[config.mk]
export PLATFORM = sky130hd
export DESIGN_NAME = uart_rx_buffered
export DESIGN_NICKNAME = d
export VERILOG_FILES = /design/src/rtl/uart_pkg.sv /design/src/rtl/uart_rx_fifo.sv /design/src/rtl/uart_rx_buffered.sv
export SDC_FILE = /design/constraint.sdc
export NUM_CORES = 1
export LEC_CHECK = 0
export ABC_CLOCK_PERIOD_IN_PS = 2400
export CAP_MARGIN = 20
export CORE_MARGIN = 2
export CORE_UTILIZATION = 50
export CTS_CLUSTER_SIZE = 8
export DETAILED_ROUTE_END_ITERATION = 6
export PLACE_DENSITY = 0.74
export SLEW_MARGIN = 0
export SYNTH_ARGS = -nofsm -noshare
export SYNTH_HDL_FRONTEND = slang
export SYNTH_SLANG_ARGS = --single-unit
[constraint.sdc]
create_clock -name clk -period 2.4 [get_ports clk]
set_clock_uncertainty 0.05 [all_clocks]
set_input_delay 0.24 -clock clk [delete_from_list [all_inputs] [get_ports clk]]
set_output_delay 0.24 -clock clk [all_outputs]
set_load 0.005 [all_outputs]
[src/rtl/uart_pkg.sv]
// Shared types and timing helpers for the buffered UART receiver.
package uart_pkg;

   localparam int DATA_BITS = 8;

   typedef enum logic [1:0] {
      IDLE,
      START,
      DATA,
      STOP
   } rx_state_t;

   function automatic int symbol_edge_time(input int clock_freq, input int baud_rate);
      return clock_freq / baud_rate;
   endfunction

   function automatic int sample_time(input int clock_freq, input int baud_rate);
      return symbol_edge_time(clock_freq, baud_rate) / 2;
   endfunction

endpackage

[src/rtl/uart_rx_fifo.sv]
// First-word-fall-through byte FIFO; a push is accepted when full only if a pop
// happens in the same cycle.
module uart_rx_fifo #(
   parameter int DEPTH = 8,
   parameter int WIDTH = 8
) (
   input  logic                     clk,
   input  logic                     rst,
   input  logic                     push,
   input  logic [WIDTH-1:0]         push_data,
   input  logic                     pop,
   output logic [WIDTH-1:0]         head,
   output logic                     empty,
   output logic                     full,
   output logic [$clog2(DEPTH):0]   count
);

   localparam int AW = $clog2(DEPTH);
   localparam logic [AW:0] FULL_COUNT = (AW+1)'(DEPTH);

   logic [WIDTH-1:0] r_mem [DEPTH];
   logic [AW-1:0]    r_wr_ptr;
   logic [AW-1:0]    r_rd_ptr;
   logic [AW:0]      r_count;
   logic             w_pop;
   logic             w_push;

   assign empty  = (r_count == '0);
   assign full   = (r_count == FULL_COUNT);
   assign count  = r_count;
   assign w_pop  = pop && !empty;
   assign w_push = push && (!full || w_pop);
   // Mask the head while empty so the output reads zero instead of stale data.
   assign head   = empty ? '0 : r_mem[r_rd_ptr];

   always_ff @(posedge clk) begin
      if (w_push) begin
         r_mem[r_wr_ptr] <= push_data;
      end
   end

   always_ff @(posedge clk) begin
      if (rst) begin
         r_wr_ptr <= '0;
         r_rd_ptr <= '0;
         r_count  <= '0;
      end else begin
         if (w_push) begin
            r_wr_ptr <= r_wr_ptr + 1'b1;
         end
         if (w_pop) begin
            r_rd_ptr <= r_rd_ptr + 1'b1;
         end
         unique case ({w_push, w_pop})
            2'b10:   r_count <= r_count + 1'b1;
            2'b01:   r_count <= r_count - 1'b1;
            default: r_count <= r_count;
         endcase
      end
   end

endmodule

[src/rtl/uart_rx_buffered.sv]
// 8N1 UART receiver feeding a FWFT FIFO, with sticky overflow/framing flags.
// Define UART_RX_FRAME_ERR_EN to drop bytes whose stop bit samples low.
module uart_rx_buffered
   import uart_pkg::*;
#(
   parameter int CLOCK_FREQ = 71_428_571,
   parameter int BAUD_RATE  = 115_200,
   parameter int FIFO_DEPTH = 8
) (
   input  logic                          clk,
   input  logic                          rst,
   input  logic                          serial_in,
   output logic [7:0]                    data_out,
   output logic                          data_out_valid,
   input  logic                          data_out_ready,
   output logic [$clog2(FIFO_DEPTH):0]   count,
   output logic                          overflow,
   output logic                          frame_err,
   input  logic                          clear_flags
);

   localparam int SYMBOL_EDGE_TIME = symbol_edge_time(CLOCK_FREQ, BAUD_RATE);
   localparam int SAMPLE_TIME      = sample_time(CLOCK_FREQ, BAUD_RATE);
   localparam int CW               = $clog2(SYMBOL_EDGE_TIME);
   localparam int BW               = $clog2(DATA_BITS);
   localparam logic [CW-1:0] SYM_LAST    = CW'(SYMBOL_EDGE_TIME - 1);
   localparam logic [CW-1:0] SAMPLE_LAST = CW'(SAMPLE_TIME - 1);
   localparam logic [BW-1:0] BIT_LAST    = BW'(DATA_BITS - 1);

   logic                 r_sync1;
   logic                 r_sync2;
   rx_state_t            r_state;
   logic [CW-1:0]        r_cnt;
   logic [BW-1:0]        r_bit_idx;
   logic [DATA_BITS-1:0] r_shift;
   logic                 r_overflow;

   rx_state_t            w_state_next;
   logic [CW-1:0]        w_cnt_next;
   logic [BW-1:0]        w_bit_idx_next;
   logic [DATA_BITS-1:0] w_shift_next;
   logic                 w_rx_s;
   logic                 w_push;
   logic                 w_stop_sample;
   logic                 w_fifo_empty;
   logic                 w_fifo_full;
   logic                 w_overflow_set;

   assign w_rx_s = r_sync2;

   always_ff @(posedge clk) begin
      if (rst) begin
         r_sync1   <= 1'b1;
         r_sync2   <= 1'b1;
         r_state   <= IDLE;
         r_cnt     <= '0;
         r_bit_idx <= '0;
         r_shift   <= '0;
      end else begin
         r_sync1   <= serial_in;
         r_sync2   <= r_sync1;
         r_state   <= w_state_next;
         r_cnt     <= w_cnt_next;
         r_bit_idx <= w_bit_idx_next;
         r_shift   <= w_shift_next;
      end
   end

   always_comb begin
      w_state_next   = r_state;
      w_cnt_next     = r_cnt + 1'b1;
      w_bit_idx_next = r_bit_idx;
      w_shift_next   = r_shift;
      w_stop_sample  = 1'b0;
      unique case (r_state)
         IDLE: begin
            w_cnt_next = '0;
            if (!w_rx_s) begin
               w_state_next = START;
            end
         end
         START: begin
            if (r_cnt == SAMPLE_LAST) begin
               w_cnt_next = '0;
               if (!w_rx_s) begin
                  w_state_next   = DATA;
                  w_bit_idx_next = '0;
               end else begin
                  w_state_next = IDLE;
               end
            end
         end
         DATA: begin
            if (r_cnt == SYM_LAST) begin
               w_cnt_next     = '0;
               w_shift_next   = {w_rx_s, r_shift[DATA_BITS-1:1]};
               w_bit_idx_next = r_bit_idx + 1'b1;
               if (r_bit_idx == BIT_LAST) begin
                  w_state_next = STOP;
               end
            end
         end
         STOP: begin
            if (r_cnt == SYM_LAST) begin
               w_cnt_next    = '0;
               w_stop_sample = 1'b1;
               w_state_next  = IDLE;
            end
         end
         default: begin
            w_state_next = IDLE;
         end
      endcase
   end

`ifdef UART_RX_FRAME_ERR_EN
   logic r_frame_err;

   assign w_push    = w_stop_sample && w_rx_s;
   assign frame_err = r_frame_err;

   always_ff @(posedge clk) begin
      if (rst) begin
         r_frame_err <= 1'b0;
      end else begin
         r_frame_err <= (w_stop_sample && !w_rx_s) || (r_frame_err && !clear_flags);
      end
   end
`else
   assign w_push    = w_stop_sample;
   assign frame_err = 1'b0;
`endif

   // A full FIFO always has a head, so a drop happens exactly when nobody pops.
   assign w_overflow_set = w_push && w_fifo_full && !data_out_ready;
   assign overflow       = r_overflow;
   assign data_out_valid = !w_fifo_empty;

   always_ff @(posedge clk) begin
      if (rst) begin
         r_overflow <= 1'b0;
      end else begin
         r_overflow <= w_overflow_set || (r_overflow && !clear_flags);
      end
   end

   uart_rx_fifo #(
      .DEPTH (FIFO_DEPTH),
      .WIDTH (DATA_BITS)
   ) u_fifo (
      .clk       (clk),
      .rst       (rst),
      .push      (w_push),
      .push_data (r_shift),
      .pop       (data_out_ready),
      .head      (data_out),
      .empty     (w_fifo_empty),
      .full      (w_fifo_full),
      .count     (count)
   );

endmodule

== After elaboration in Yosys (flattened, before gate mapping) ==
Memories as Yosys holds them, arrays and structs flattened. A register that Yosys moved wholly into a read port is not among the register bits.
Index checks and enable logic that the tools add are counted.

* Reductions and logical operators: 19
* Eq/ne operators: 15
* Add/subtract/negate cells: 6
* Multiplexer cells: 22

{| class="wikitable"
|+ Operators by type and width
! kind !! count
|-
| one-hot mux 10 bit (3 select lines) || 1
|-
| two-way mux 10 bit || 2
|-
| two-way mux 3 bit || 5
|-
| two-way mux 2 bit || 6
|-
| inequality test 2 bit, second input constant || 6
|-
| adder 10 x 1 -> 10 bit, second input constant || 1
|-
| equality test 10 bit, second input constant || 1
|-
| equality test 10 x 9 -> 1 bit, second input constant || 1
|-
| adder 3 x 1 -> 3 bit, second input constant || 3
|-
| two-way mux 8 bit || 1
|-
| one-hot mux 2 bit (4 select lines) || 1
|-
| one-hot mux 4 bit (2 select lines) || 1
|-
| equality test 2 bit, second input constant || 3
|-
| one-hot mux 3 bit (2 select lines) || 1
|-
| logical AND 1 bit || 5
|-
| AND reduction 5 bit || 1
|-
| adder 4 x 1 -> 4 bit, second input constant || 1
|-
| equality test 2 x 1 -> 1 bit, second input constant || 2
|-
| equality test 4 bit, second input constant || 1
|-
| logical NOT 1 bit || 4
|-
| logical NOT 4 bit || 1
|-
| two-way mux 1 bit || 4
|-
| AND reduction 4 bit || 1
|-
| nonzero test 2 bit || 2
|-
| other kinds (6) || 7
|}

* Bits in writable memories: 64
* Register bits after elaboration: 36
* Logic and storage cells: 73
* Memories kept: 1
* Input port bits: 5

{| class="wikitable"
|+ Memories
! memory !! words !! bits a word !! read ports !! clocked after memory_dff !! write ports !! RTL line !! RTL
|-
| u_fifo.r_mem || 8 || 8 || 1 || 1 || 1 || uart_rx_fifo.sv:21 || <nowiki>logic [WIDTH-1:0] r_mem [DEPTH];</nowiki>
|}

== Logic depth before layout (Yosys ltp) ==
* Depth in word-level cells: 7
* Gate-level depth with buffers: 12

== Cells and area by module ==
From an unflattened synthesis, not the netlist that was laid out.

* Cell total of the unflattened synthesis: 315
* Area, all modules: 4401.7 um2

{| class="wikitable"
|+ Modules (own cells, without submodules)
! module !! area an instance (um2) !! instances !! sequential area each (um2) !! cells an instance
|-
| uart_rx_fifo || 3160.5 || 1 || 2182.1 || 184
|-
| uart_rx_buffered || 1241.2 || 1 || 520.5 || 131
|}

== Worst setup path before layout ==
No wires, ideal clock.

* Path type: reg2reg
* From: register r_cnt[0]
* To: register u_fifo.r_count[2] (netlist: u_fifo.count[2])
* Setup slack: -0.215 ns
* Required time: 2.280 ns
* Buffers on the path: 1
* Arrival: 2.494 ns
* Cell stages (with the launch flop): 13
* Cells stage by stage: dfxtp_1 > ha_1 > and4bb_4 > and3_1 > buf_4 > nand2_1 > ha_1 > xor2_1 > ha_1 > a21oi_1 > xor2_1 > or3_1 > a21oi_1

* Cells in the longest elaborated chain, start to end: 6
* Elaborated cells on any way between the ends: 8

{| class="wikitable"
|+ RTL lines
! what !! RTL line !! RTL
|-
| start: declaration || uart_rx_buffered.sv:33 || <nowiki>logic [CW-1:0] r_cnt;</nowiki>
|-
| start signal: assignment || uart_rx_buffered.sv:63 || <nowiki>r_cnt <= w_cnt_next;</nowiki>
|-
| equality test 10 bit (*) || uart_rx_buffered.sv:104 || <nowiki>if (r_cnt == SYM_LAST) begin</nowiki>
|-
| two-way mux 1 bit (*) || uart_rx_buffered.sv:104 ||
|-
| two-way mux 1 bit (*) || uart_rx_buffered.sv:75 || <nowiki>unique case (r_state)</nowiki>
|-
| logical AND 1 bit (*) || uart_rx_fifo.sv:32 || <nowiki>assign w_push = push && (!full || w_pop);</nowiki>
|-
| equality test 2 x 1 -> 1 bit or equality test 2 bit (tied branches) || uart_rx_fifo.sv:54 || <nowiki>unique case ({w_push, w_pop})</nowiki>
|-
| one-hot mux 4 bit (2 select lines) or nonzero test 2 bit (tied branches) || n/a ||
|-
| end signal: assignment || uart_rx_fifo.sv:55 || <nowiki>2'b10: r_count <= r_count + 1'b1;</nowiki>
|-
| end signal: assignment || uart_rx_fifo.sv:56 || <nowiki>2'b01: r_count <= r_count - 1'b1;</nowiki>
|-
| end signal: assignment || uart_rx_fifo.sv:57 || <nowiki>default: r_count <= r_count;</nowiki>
|-
| end: declaration || uart_rx_fifo.sv:24 || <nowiki>logic [AW:0] r_count;</nowiki>
|}

Mark *: on every way between the ends. The rest lies on a longest branch, timed or not.
A chain may end at the register's enable or synchronous reset.

==> impl_results.md <==
* Status: finished clean
* CTS tree: yes
* Yosys reg bits at 103
* Non-Filler Instances at 481
* Avg WL per Cell at around 17 microns
* Min Tclk post-route at 2.35 ns
* Leakage power at 1.88 nW
* WL final at around 8000 microns
* Cell Rows at 33
* Largest cells by area after synthesis: edfxtp_1 44%, dfxtp_1 18%, mux4_2 8.3%
* Fillcell total at around 630
* Critical path peak fanout at 6
* Die area at 9410 sq um
* GRT Overall Usage at 0.175
* Kind of critical path: flop to output port
* Critical path capture point type: output port
* VDD IR max at 276 uV
* Worst-Skew Late Latency at between 0.3 and 0.4 ns
* Fmax at 425 MHz
* Sequential share of the synthesized area at 0.625
* Largest net degree at the start of global routing at 19
* Initial DRT Pass Iterations at 4
* Post-route cell area at 5140 sq um
* Clock buffer depth at 2
* Antenna viol nets, final at 0
* Detail Placement HPWL at 5190 microns
* CTS Buf Count at 9
* Vias/cell at 5.44
* Yosys warning total at 0
* Ant. Diodes at 0
* Initial DRC count at 175
* Worst R2R End: u_fifo.count[2]
* Asr flop ratio synth at 0
* Reg-to-Reg Start: r_cnt[1]
* DRC viols at 0
* Critical path arrival at just over 2 ns
* Critical Path End: data_out[2]
* Remaining Overflow, GRT at 0
* Max Cap Violations at 0
* Req. time, crit path at 2.11 ns
* DR vias at 2618
* Avg Cell Area, Syn at 13.8 sq um
* Core ar. at 8300 sq um
* First-pass GRT wire length at 12800 microns
* Initial core utilization at 0.521
* Fin. Hold Viols at 0
* Layout cell share with drive strength beyond 1 at 0.269
* Place WS at -0.112 ns
* Synthesized instance count at 314
* Worst-margin pin slew at 0.598 ns
* IO Count at 20
* Cell taking the most area after synthesis: edfxtp_1
* Pwr/cell area at ~560 nW/um^2
* Fin crit share at 0.980
* Routability cong. at just under 0.8
* Share of the synthesized area in the top cell type at 0.444
* RSZ-0062 raised after global routing: yes
* Crit path launch type: flop
* Clk slew on worst S/H paths at 0.10 ns
* Worst R2R Setup Slack at 0.06 ns
* Max Transition Viols Final at 0
* EDFF count, synth at 64
* Worst slew margin at 0.600
* # setup viols final at 0
* Initial antenna violation count at 0
* Htree depth at 3
* Placed inst area at between 4000 and 5000 sq um
* Die width at 97.0 microns
* Final nets at 385
* Vias in the first global route at 2534
* Distinct cells, synth at 49
* Final Worst Setup Slack at ~0.05 ns
* Top FF cell, synth: edfxtp_1
* Area growth syn-to-layout at 18.9%
* Min-delay worst type: flop to flop
* CTS root buf: clkbuf_8
* Placed Instances at 458
* Die height at 97.0 microns
* Reg2Reg Depth at 11
* Post-synthesis instance area at 4330 sq um
* Buffers added on ports at 18
* TritonCTS Sinks at 103
* Syn Nets at approximately 330
sequential cells by signal, summed over array words and instances (netlist names), named ones only:
name             cells
r_shift              8
r_state              1
u_fifo.count         4
u_fifo.r_wr_ptr      3
r_bit_idx            3
r_cnt               10
u_fifo.r_mem        64
overflow             1
u_fifo.r_rd_ptr      3
r_sync1              1
r_sync2              1
routing by layer:
| layer | wire, microns | vias up | track usage |
|---|---|---|---|
| li1 | - | 1280 | - |
| met1 | 3720 | 1294 | 0.237 |
| met2 | 3950 | 34 | 0.286 |
| met3 | 203 | 10 | 0.0390 |
| met4 | 104 | 0 | 0.0520 |
| met5 | 0 | - | 0 |
repair_timing:
| action | in CTS | in global routing |
|---|---|---|
| setup buffers | 0 | 6 |
| hold buffers | 0 | 0 |
| endpoints found under the setup margin | 6 | 8 |
| cloned | 1 | 0 |
| resized for setup | 6 | 15 |
Yosys cell counts, drive strengths merged (3+ instances only):
cell type / instances
nand3b: 3
and3: 3
nor3: 7
nand2b: 8
ha: 9
nand3: 17
edfxtp: 64
clkbuf: 4
a21oi: 16
xnor2: 5
mux4: 16
nand2: 13
o21ai: 3
nand4: 5
a31oi: 3
nor2b: 4
xor2: 8
or2: 3
inv: 4
dfxtp: 39
mux2i: 13
buf: 11
a211oi: 4
nor2: 33
stage by stage:
stage | hold slack [ns] | setup TNS [ns] | utilization | total power [W]
floorplan | 0.294 | -0.931 | - | 0.00193
global placement | 0.344 | -0.0198 | 0.584 | 0.00194
finish | 0.365 | 0 | 0.620 | 0.00290
CTS | 0.367 | 0 | 0.609 | 0.00293
global route | 0.370 | -0.0489 | 0.620 | 0.00300
detailed placement | 0.345 | -0.210 | 0.584 | 0.00194
critical path, cell delays in order (launching register included):
cell and delay (ns):
dfxtp_4 0.41, buf_16 0.14, buf_6 0.11, buf_4 0.11, mux4_2 0.47, mux2i_1 0.13, nor2_1 0.05, dlygate4sd2_1 0.27
cells by family after synthesis:
| family | Yosys count | share of synthesized area |
|---|---|---|
| compound gates | 29 | 0.0416 |
| xor+xnor | 13 | 0.0263 |
| fa+ha+maj | 9 | 0.0260 |
| buf+inv | 19 | 0.0231 |
| flops | 103 | 0.625 |
| mux | 31 | 0.119 |
| other cells | 1 | 0.000867 |
| simple gates | 109 | 0.139 |
how the worst min path moves through the flow:
| stage | from | endpoint | cells past startpoint |
|---|---|---|---|
| global placement | r_sync1 | r_sync2 | 1 |
| detailed placement | r_sync1 | r_sync2 | 1 |
| finish | r_sync1 | r_sync2 | 1 |
| global route | r_sync1 | r_sync2 | 1 |
| floorplan | serial_in | r_sync1 | 1 |
| CTS | r_sync1 | r_sync2 | 1 |
power breakdown:
| group | internal (W) | leakage [nW] | total, W | switching [W] |
|---|---|---|---|---|
| Clock | 0.000390 | 0.0900 | 0.00100 | 0.000611 |
| Combinational | 0.0000196 | 0.886 | 0.0000418 | 0.0000222 |
| Sequential | 0.00186 | 0.909 | 0.00186 | 0.00000181 |
| Total | 0.00227 | 1.88 | 0.00290 | 0.000635 |
layout make-up:
class | count | area, sq um | area share
Sequential cell | 103 | 2710 | 0.527
Timing Repair Buffer | 61 | 556 | 0.108
Clock buffer | 9 | 124 | 0.0241
Tap cell | 105 | 131 | 0.0255
Clock inverter | 7 | 53.8 | 0.0105
Multi-Input combinational cell | 192 | 1550 | 0.302
Inverter | 4 | 15.0 | 0.00292
placed cells by master (no fill, tap or decap), types with 3 or more instances in the layout:
| cell | instances |
|---|---|
| a21oi_1 | 14 |
| a31oi_1 | 3 |
| buf_4 | 39 |
| clkbuf_8 | 9 |
| clkdlybuf4s50_1 | 10 |
| dfxtp_1 | 36 |
| dlymetal6s2s_1 | 6 |
| edfxtp_1 | 64 |
| ha_1 | 5 |
| ha_2 | 4 |
| inv_1 | 3 |
| inv_6 | 3 |
| mux2i_1 | 12 |
| mux4_2 | 16 |
| nand2_1 | 12 |
| nand2b_1 | 8 |
| nand3_1 | 17 |
| nand3b_1 | 3 |
| nand4_1 | 4 |
| nor2_1 | 32 |
| nor2b_1 | 4 |
| nor3_1 | 7 |
| o21ai_0 | 3 |
| or2_2 | 3 |
| xnor2_1 | 5 |
| xor2_1 | 8 |
Power figures use the tool's default switching activity.
